**config.mk**
```make
export PLATFORM = sky130hd
export DESIGN_NAME = keypad_scan_flat
export DESIGN_NICKNAME = d
export VERILOG_FILES = /design/src/rtl/keypad_scan_if.sv /design/src/rtl/keypad_scan.sv /design/src/flat_wrapper.sv
export SDC_FILE = /design/constraint.sdc
export NUM_CORES = 1
export LEC_CHECK = 0
export CAP_MARGIN = 0
export CORE_AREA = 5 5 84 79
export CTS_CLUSTER_DIAMETER = 200
export DETAILED_ROUTE_END_ITERATION = 12
export DIE_AREA = 0 0 89 84
export GPL_TIMING_DRIVEN = 0
export PLACE_DENSITY_LB_ADDON = 0.12
export SYNTH_ARGS = -nofsm -noshare
export SYNTH_HDL_FRONTEND = slang
export SYNTH_SLANG_ARGS = --single-unit
```
**constraint.sdc**
```tcl
create_clock -name clk -period 4.32 [get_ports clk]
set_clock_uncertainty 0.2 [all_clocks]
set_input_delay 1.08 -clock clk [delete_from_list [all_inputs] [get_ports clk]]
set_output_delay 1.08 -clock clk [all_outputs]
set_load 0.02 [all_outputs]
```
**src/rtl/keypad_scan_if.sv**
```systemverilog
// Keypad matrix bundle: column drive out, row sense in,
// plus the accepted-key report toward the calculator core.
interface keypad_scan_if;
    logic [3:0] row;
    logic [3:0] col;
    logic [3:0] key_code;
    logic       key_valid;
    logic       key_held;

    modport master (
        input  row,
        output col,
        output key_code,
        output key_valid,
        output key_held
    );

    modport slave (
        output row,
        input  col,
        input  key_code,
        input  key_valid,
        input  key_held
    );
endinterface

```
**src/rtl/keypad_scan.sv**
```systemverilog
// 4x4 keypad scanner: column strobe, 2-FF row sync, press/release
// debounce, one key_valid pulse per accepted press.
module keypad_scan #(
    parameter int SCAN_DIV       = 1000,
    parameter int DEBOUNCE_TICKS = 8
) (
    input logic           clk,
    input logic           rst,
    keypad_scan_if.master bus
);
    localparam int SW = $clog2(SCAN_DIV);
    localparam int DW = $clog2(DEBOUNCE_TICKS + 1);
    localparam logic [SW-1:0] SLOT_LAST = SW'(SCAN_DIV - 1);
    localparam logic [DW-1:0] DEB_LAST = DW'(DEBOUNCE_TICKS - 1);

    localparam logic [1:0] SCAN     = 2'd0;
    localparam logic [1:0] DEBOUNCE = 2'd1;
    localparam logic [1:0] HELD     = 2'd2;
    localparam logic [1:0] RELEASE  = 2'd3;

    logic [1:0]    state;
    logic [3:0]    row_meta;
    logic [3:0]    rs;
    logic [3:0]    row_pat;
    logic [SW-1:0] slot_cnt;
    logic [DW-1:0] deb_cnt;
    logic [1:0]    col_idx;
    logic [1:0]    prio_row;
    logic [3:0]    key_code;
    logic          key_valid;
    logic          tick;
    logic          pressed;
    logic          deb_done;
    logic          row_up;

    assign tick     = (slot_cnt == SLOT_LAST);
    assign pressed  = (rs != 4'b1111);
    assign deb_done = (deb_cnt == DEB_LAST);
    // Release is judged on the reported row only, so a
    // second key in the same column cannot hold it off.
    assign row_up   = rs[key_code[3:2]];

    always_comb begin
        priority case (1'b1)
            !rs[0]:  prio_row = 2'd0;
            !rs[1]:  prio_row = 2'd1;
            !rs[2]:  prio_row = 2'd2;
            default: prio_row = 2'd3;
        endcase
    end

    always_ff @(posedge clk) begin
        if (rst) begin
            row_meta <= 4'b1111;
            rs       <= 4'b1111;
        end else begin
            row_meta <= bus.row;
            rs       <= row_meta;
        end
    end

    always_ff @(posedge clk) begin
        if (rst) begin
            slot_cnt <= '0;
        end else if (tick) begin
            slot_cnt <= '0;
        end else begin
            slot_cnt <= slot_cnt + 1'b1;
        end
    end

    always_ff @(posedge clk) begin
        if (rst) begin
            state     <= SCAN;
            col_idx   <= 2'd0;
            deb_cnt   <= '0;
            row_pat   <= 4'b1111;
            key_code  <= 4'd0;
            key_valid <= 1'b0;
        end else begin
            key_valid <= 1'b0;
            if (tick) begin
                case (state)
                    SCAN: begin
                        if (pressed) begin
                            key_code <= {prio_row, col_idx};
                            row_pat  <= rs;
                            deb_cnt  <= '0;
                            state    <= DEBOUNCE;
                        end else begin
                            col_idx <= col_idx + 1'b1;
                        end
                    end
                    DEBOUNCE: begin
                        if (rs != row_pat) begin
                            state   <= SCAN;
                            col_idx <= col_idx + 1'b1;
                        end else if (deb_done) begin
                            state     <= HELD;
                            key_valid <= 1'b1;
                        end else begin
                            deb_cnt <= deb_cnt + 1'b1;
                        end
                    end
                    HELD: begin
                        if (row_up) begin
                            state   <= RELEASE;
                            deb_cnt <= '0;
                        end
                    end
                    RELEASE: begin
                        if (pressed) begin
                            deb_cnt <= '0;
                        end else if (deb_done) begin
                            state   <= SCAN;
                            col_idx <= col_idx + 1'b1;
                        end else begin
                            deb_cnt <= deb_cnt + 1'b1;
                        end
                    end
                    default: state <= SCAN;
                endcase
            end
        end
    end

    assign bus.col       = ~(4'b0001 << col_idx);
    assign bus.key_code  = key_code;
    assign bus.key_valid = key_valid;
    assign bus.key_held  = (state == HELD);
endmodule
```
**src/flat_wrapper.sv**
```systemverilog
// flat-port wrapper written by rule: the top's interface ports become plain ports
module keypad_scan_flat 
#(
    parameter int SCAN_DIV       = 1000,
    parameter int DEBOUNCE_TICKS = 8
)
  (clk, rst, bus_row, bus_col, bus_key_code, bus_key_valid, bus_key_held);
  keypad_scan_if bus_i ();
  input logic clk;
  input logic rst;
  input wire logic [$bits(bus_i.row)-1:0] bus_row;
  output wire logic [$bits(bus_i.col)-1:0] bus_col;
  output wire logic [$bits(bus_i.key_code)-1:0] bus_key_code;
  output wire logic [$bits(bus_i.key_valid)-1:0] bus_key_valid;
  output wire logic [$bits(bus_i.key_held)-1:0] bus_key_held;
  assign bus_i.row = bus_row;
  assign bus_col = bus_i.col;
  assign bus_key_code = bus_i.key_code;
  assign bus_key_valid = bus_i.key_valid;
  assign bus_key_held = bus_i.key_held;
  keypad_scan #(.SCAN_DIV(SCAN_DIV), .DEBOUNCE_TICKS(DEBOUNCE_TICKS)) u_core (.clk(clk), .rst(rst), .bus(bus_i));
endmodule
```
### Word-level counts from Yosys, hierarchy flattened

Index checks and enable logic that the tools add are counted.

| storage, ports and cells | value |
|---|---|
| flip-flop bits (word level) | 35 |
| input port bits | 6 |

| cells by class | value |
|---|---|
| bitwise operators | 3 |
| equal/unequal tests | 15 |
| reduce and logical (&&, ||, !) cells | 8 |
| shifts and indexed selects | 1 |
| add/subtract/negate cells | 3 |
| magnitude comparators | 1 |
| multiplexer cells | 24 |

Operators with widths:

| cell | number |
|---|---|
| 2-bit 2-to-1 mux | 12 |
| 4-bit 2-to-1 mux | 5 |
| 4-bit one-hot mux with 4 select lines | 1 |
| 6-bit AND reduction | 2 |
| 10-bit by 1-bit adder with 10-bit output (second input constant) | 1 |
| 10-bit == test (second input constant) | 1 |
| 2-bit by 1-bit inequality test with 1-bit output (second input constant) | 4 |
| 2-bit one-hot mux with 4 select lines | 1 |
| 2-bit inequality test (second input constant) | 3 |
| 2-bit one-hot mux with 3 select lines | 1 |
| 4-bit by 1-bit adder with 4-bit output (second input constant) | 1 |
| 2-bit == test (second input constant) | 2 |
| 4-bit by 3-bit == test with 1-bit output (second input constant) | 1 |
| 4-bit inequality test | 1 |
| 4-bit inequality test (second input constant) | 1 |
| 4-bit inverter | 1 |
| 4-bit AND reduction | 1 |
| 4-bit OR reduction | 1 |
| 1-bit by 2-bit << shifter with 4-bit output (first input constant) | 1 |
| 2-bit by 3-bit less-than comparator with 1-bit output (second input constant) | 1 |
| 1-bit 2-to-1 mux | 3 |
| 3-bit by 1-bit inequality test with 1-bit output (second input constant) | 1 |
| 3-bit AND reduction | 1 |
| 3-bit nonzero test | 1 |
| other kinds (6) | 7 |

### Longest topological paths before layout

| logic depth | value |
|---|---|
| depth after elaboration | 4 |
| gate-level depth with buffers | 7 |
| depth with buffers taken out | 6 |

### Worst setup path before layout

OpenSTA, ideal clock, no wires.

| timing | value |
|---|---|
| kind | register to output |
| start point | register (tool-made name) |
| end point | output bus_key_held |
| path slack | 2.047 ns |
| arrival | 0.993 ns |
| buffers on the path | 1 |
| stages on the path, launching flop included | 3 |
| path through | dfxtp_1 -> clkbuf_1 -> nor2b_1 |

RTL lines:

| element | RTL line | source |
|---|---|---|
| end, declared | flat_wrapper.sv:15 | `output wire logic [$bits(bus_i.key_held)-1:0] bus_key_held;` |

==> results.cfg <==
[clock_network]
htree_levels = 2
cts_buffer_depth = 2
cts.reportedPaths.clkPinSlew_ps = 80
cts_sinks = 35
cts_setup_buffers = 0
cts-root-buf = clkbuf_8
cts_hold_buf = 0
worstSkewPairLatency_ps = 290
cts_made_buffers = 5
cts_resized = 0
cts_tree = yes

[route]
firstDrtPassIters = 5
avgViaCountPerCell = 4.654
totalWireLength_um = 3214
drtAntennaViolNets = 0
num_vias = 1252
drt_iter0_markers = 58
routedWlPerCell_um = 11.95
drc = 0

[min_path]
holdCritPathClass = register to register

[pwr]
pwr_density_cell_nw_per_um2 = 356.5
swShare = 0.1991
p_sw_w = 0.0001420
ir_drop_mv = 0.1544
internal_power_w = 0.0005713
comb_power_share = 0.037
leakage_nw = 0.7080
seqPwrFrac = 0.467
pwr-share-clk = 0.496

[setup_path]
crit_chain = clkbuf_1, nor2b_1, clkdlybuf4s50_1
critPathTopFamily = buffers and inverters
cp_slowest_cell = clkdlybuf4s50_1
startpoint_type = register
path_class = register to output pin
slowest_delay_ps = 630
crit_required_ps = 3040
crit_buf_inv = 2
worstPathArrival_ps = 1870
crit_path_end_kind = output pin
cp_max_fo = 10

[timing]
tightest_slew_ps = 561.7
finalWorstPathRequiredPeriod_ps = 3154
relSlewSlack = 0.6221
hold_violations = 0
setup_viol = 0
setup_tns_ps = 0
clock.fmax_mhz = 317.1
period_share = 0.7300
rsz0062_at_grt = no
final_max_slew_viol_count = 0

[synthesis]
syn_inst = 175
ys_async_sr_fraction = 0
synth.area.top_cells = dfxtp_1 43%, ha_1 4.6%, nor2_1 4.1%
yosysTopAreaCell = dfxtp_1
synth_area_per_cell_um2 = 9.338
synthDominantCellAreaShare = 0.4288
yosysSeqAreaShare = 0.4288
synth_fp_nets = 187
yosysWarnings = 0
synth_ff_type = dfxtp_1
yosysUniqueCellTypes = 41
synth_edf_count = 0
netlist_area_um2 = 1634
ys_ff_latch = 35

[floorplan]
dieArea_um2 = 7476
dieHeight_um = 84
rows = 27
start_util = 0.2829
coreArea_um2 = 5777
io-pin-count = 16
die_w_um = 89

[final_layout]
fillers = 613
syn_to_final_growth_pct = 22.44
final_cells = 269
drive_above_1_share = 0.1168
final_net_count = 208
fin_util = 0.3463
antenna_cells = 0

[placed_design]
hpwl_um = 2347
portBuffers = 14
placed_cells = 261
routabilityCongestion = 0.8062

[grt]
grt_use_total = 0.09237
first_global_vias = 1161
grt_pass1_wl_um = 5478
antenna_found_initial = 0
grt-ovfl-total = 0
grt_max_degree = 13

[run]
cap_viol_max_count = 0

[status]
status = finished clean
## through the flow
stage	hold WS [ps]	setup slack, ps	power [W]	instance area (um^2)
after floorplan	189.5	2047	0.0003582	1634
after global placement	191.9	1476	0.0003672	1864
after detailed placement	194.9	1472	0.0003676	1864
after CTS	206.0	1145	0.0007258	2001
after global routing	219.4	1059	0.0007441	2001
final	202.2	1166	0.0007133	2001
## path summary, 6_finish.rpt
check        depth (start not counted)          startpoint                endpoint  slack, ps
min reg2reg                          1  u_core.row_meta[3]            u_core.rs[3]        200
min                                  1  u_core.row_meta[3]            u_core.rs[3]        200
max reg2reg                          7  u_core.slot_cnt[0]  u_core.bus.key_code[1]       2080
max                                  3            register            bus_key_held       1170
## worst reg2reg max path, stage by stage, from the launching register on
cell and delay [ps]:
dfxtp_1 360, ha_1 220, and4bb_2 260, nand4_2 200, nor4_4 400, buf_4 250, mux2i_1 190, nor2_1 50
## logic make-up (layout without fill, tap and decap cells)
logic type	Yosys count	after routing	synth area share
AND/OR/NAND/NOR	77	77	0.2856
buffers and inverters	14	36	0.03446
multiplexers	5	5	0.03063
flip-flops	35	35	0.4288
XOR/XNOR	13	13	0.06968
adder cells (fa/ha/maj)	6	6	0.04594
AO/OA/AOI/OAI	25	25	0.1049
## final cells by class
class	count	area, um^2	area share
Buffer	7	30.03	0.01501
Tap cell	72	90.09	0.04503
Timing Repair Buffer	14	140.1	0.07004
Multi-Input combinational cell	126	877.1	0.4384
Clock buffer	5	68.82	0.03440
Clock inverter	3	67.56	0.03377
Sequential cell	35	700.7	0.3502
Inverter	7	26.28	0.01313
## synth_stat cells (2+ instances only)
cell      number
dfxtp_1       35
nor2_1        18
or2_2          9
nand3_1        8
inv_1          7
xor2_1         7
a21oi_1        6
clkbuf_1       6
ha_1           6
nand2_1        6
nor2b_1        6
xnor2_1        6
mux2i_1        5
nand2b_1       5
a211o_1        4
o21ai_0        4
and3_1         3
nand4_1        3
a211oi_1       2
and4_1         2
and4bb_2       2
nand3b_1       2
nor3_1         2
nor3b_1        2
nor4_1         2
o21bai_1       2
## sequential cells by signal, summed over array words and instances, names as in the netlist, named ones only
signal	flops
u_core.row_pat	4
u_core.bus.key_valid	1
u_core.deb_cnt	4
u_core.rs	4
u_core.row_meta	4
u_core.slot_cnt	10
u_core.state	1
u_core.col_idx	2
u_core.bus.key_code	4
## routing by layer
layer,vias to the layer above,part of all wire,wire (um),GRT usage
met1,577,0.47,1519,0.1193
met2,17,0.47,1516,0.1430
li1,652,-,-,-
met3,6,0.042,135,0.02962
met5,-,0,0,0
met4,0,0.013,42,0.03248
## placed cells by master (no fill, tap or decap), types with 4 or more instances in the layout
master | Yosys | routed
dfxtp_1 | 35 | 35
nor2_1 | 18 | 18
clkdlybuf4s50_1 | 0 | 14
or2_2 | 9 | 9
nand3_1 | 8 | 8
inv_1 | 7 | 7
xor2_1 | 7 | 7
clkbuf_1 | 6 | 6
nor2b_1 | 6 | 6
xnor2_1 | 6 | 6
a21oi_1 | 6 | 6
nand2_1 | 6 | 6
ha_1 | 6 | 6
nand2b_1 | 5 | 5
mux2i_1 | 5 | 5
clkbuf_8 | 0 | 5
o21ai_0 | 4 | 4
a211o_1 | 4 | 4
## power by group through the flow
stage	clock network [W]	registers (W)	logic, W
floorplan	0	0.000339	0.0000189
global placement	0	0.000341	0.0000266
detailed placement	0	0.000341	0.0000266
CTS	0.000366	0.000333	0.0000268
global route	0.000380	0.000334	0.0000299
finish	0.000354	0.000333	0.0000262
Note: power is estimated with default switching activity, not from simulation.
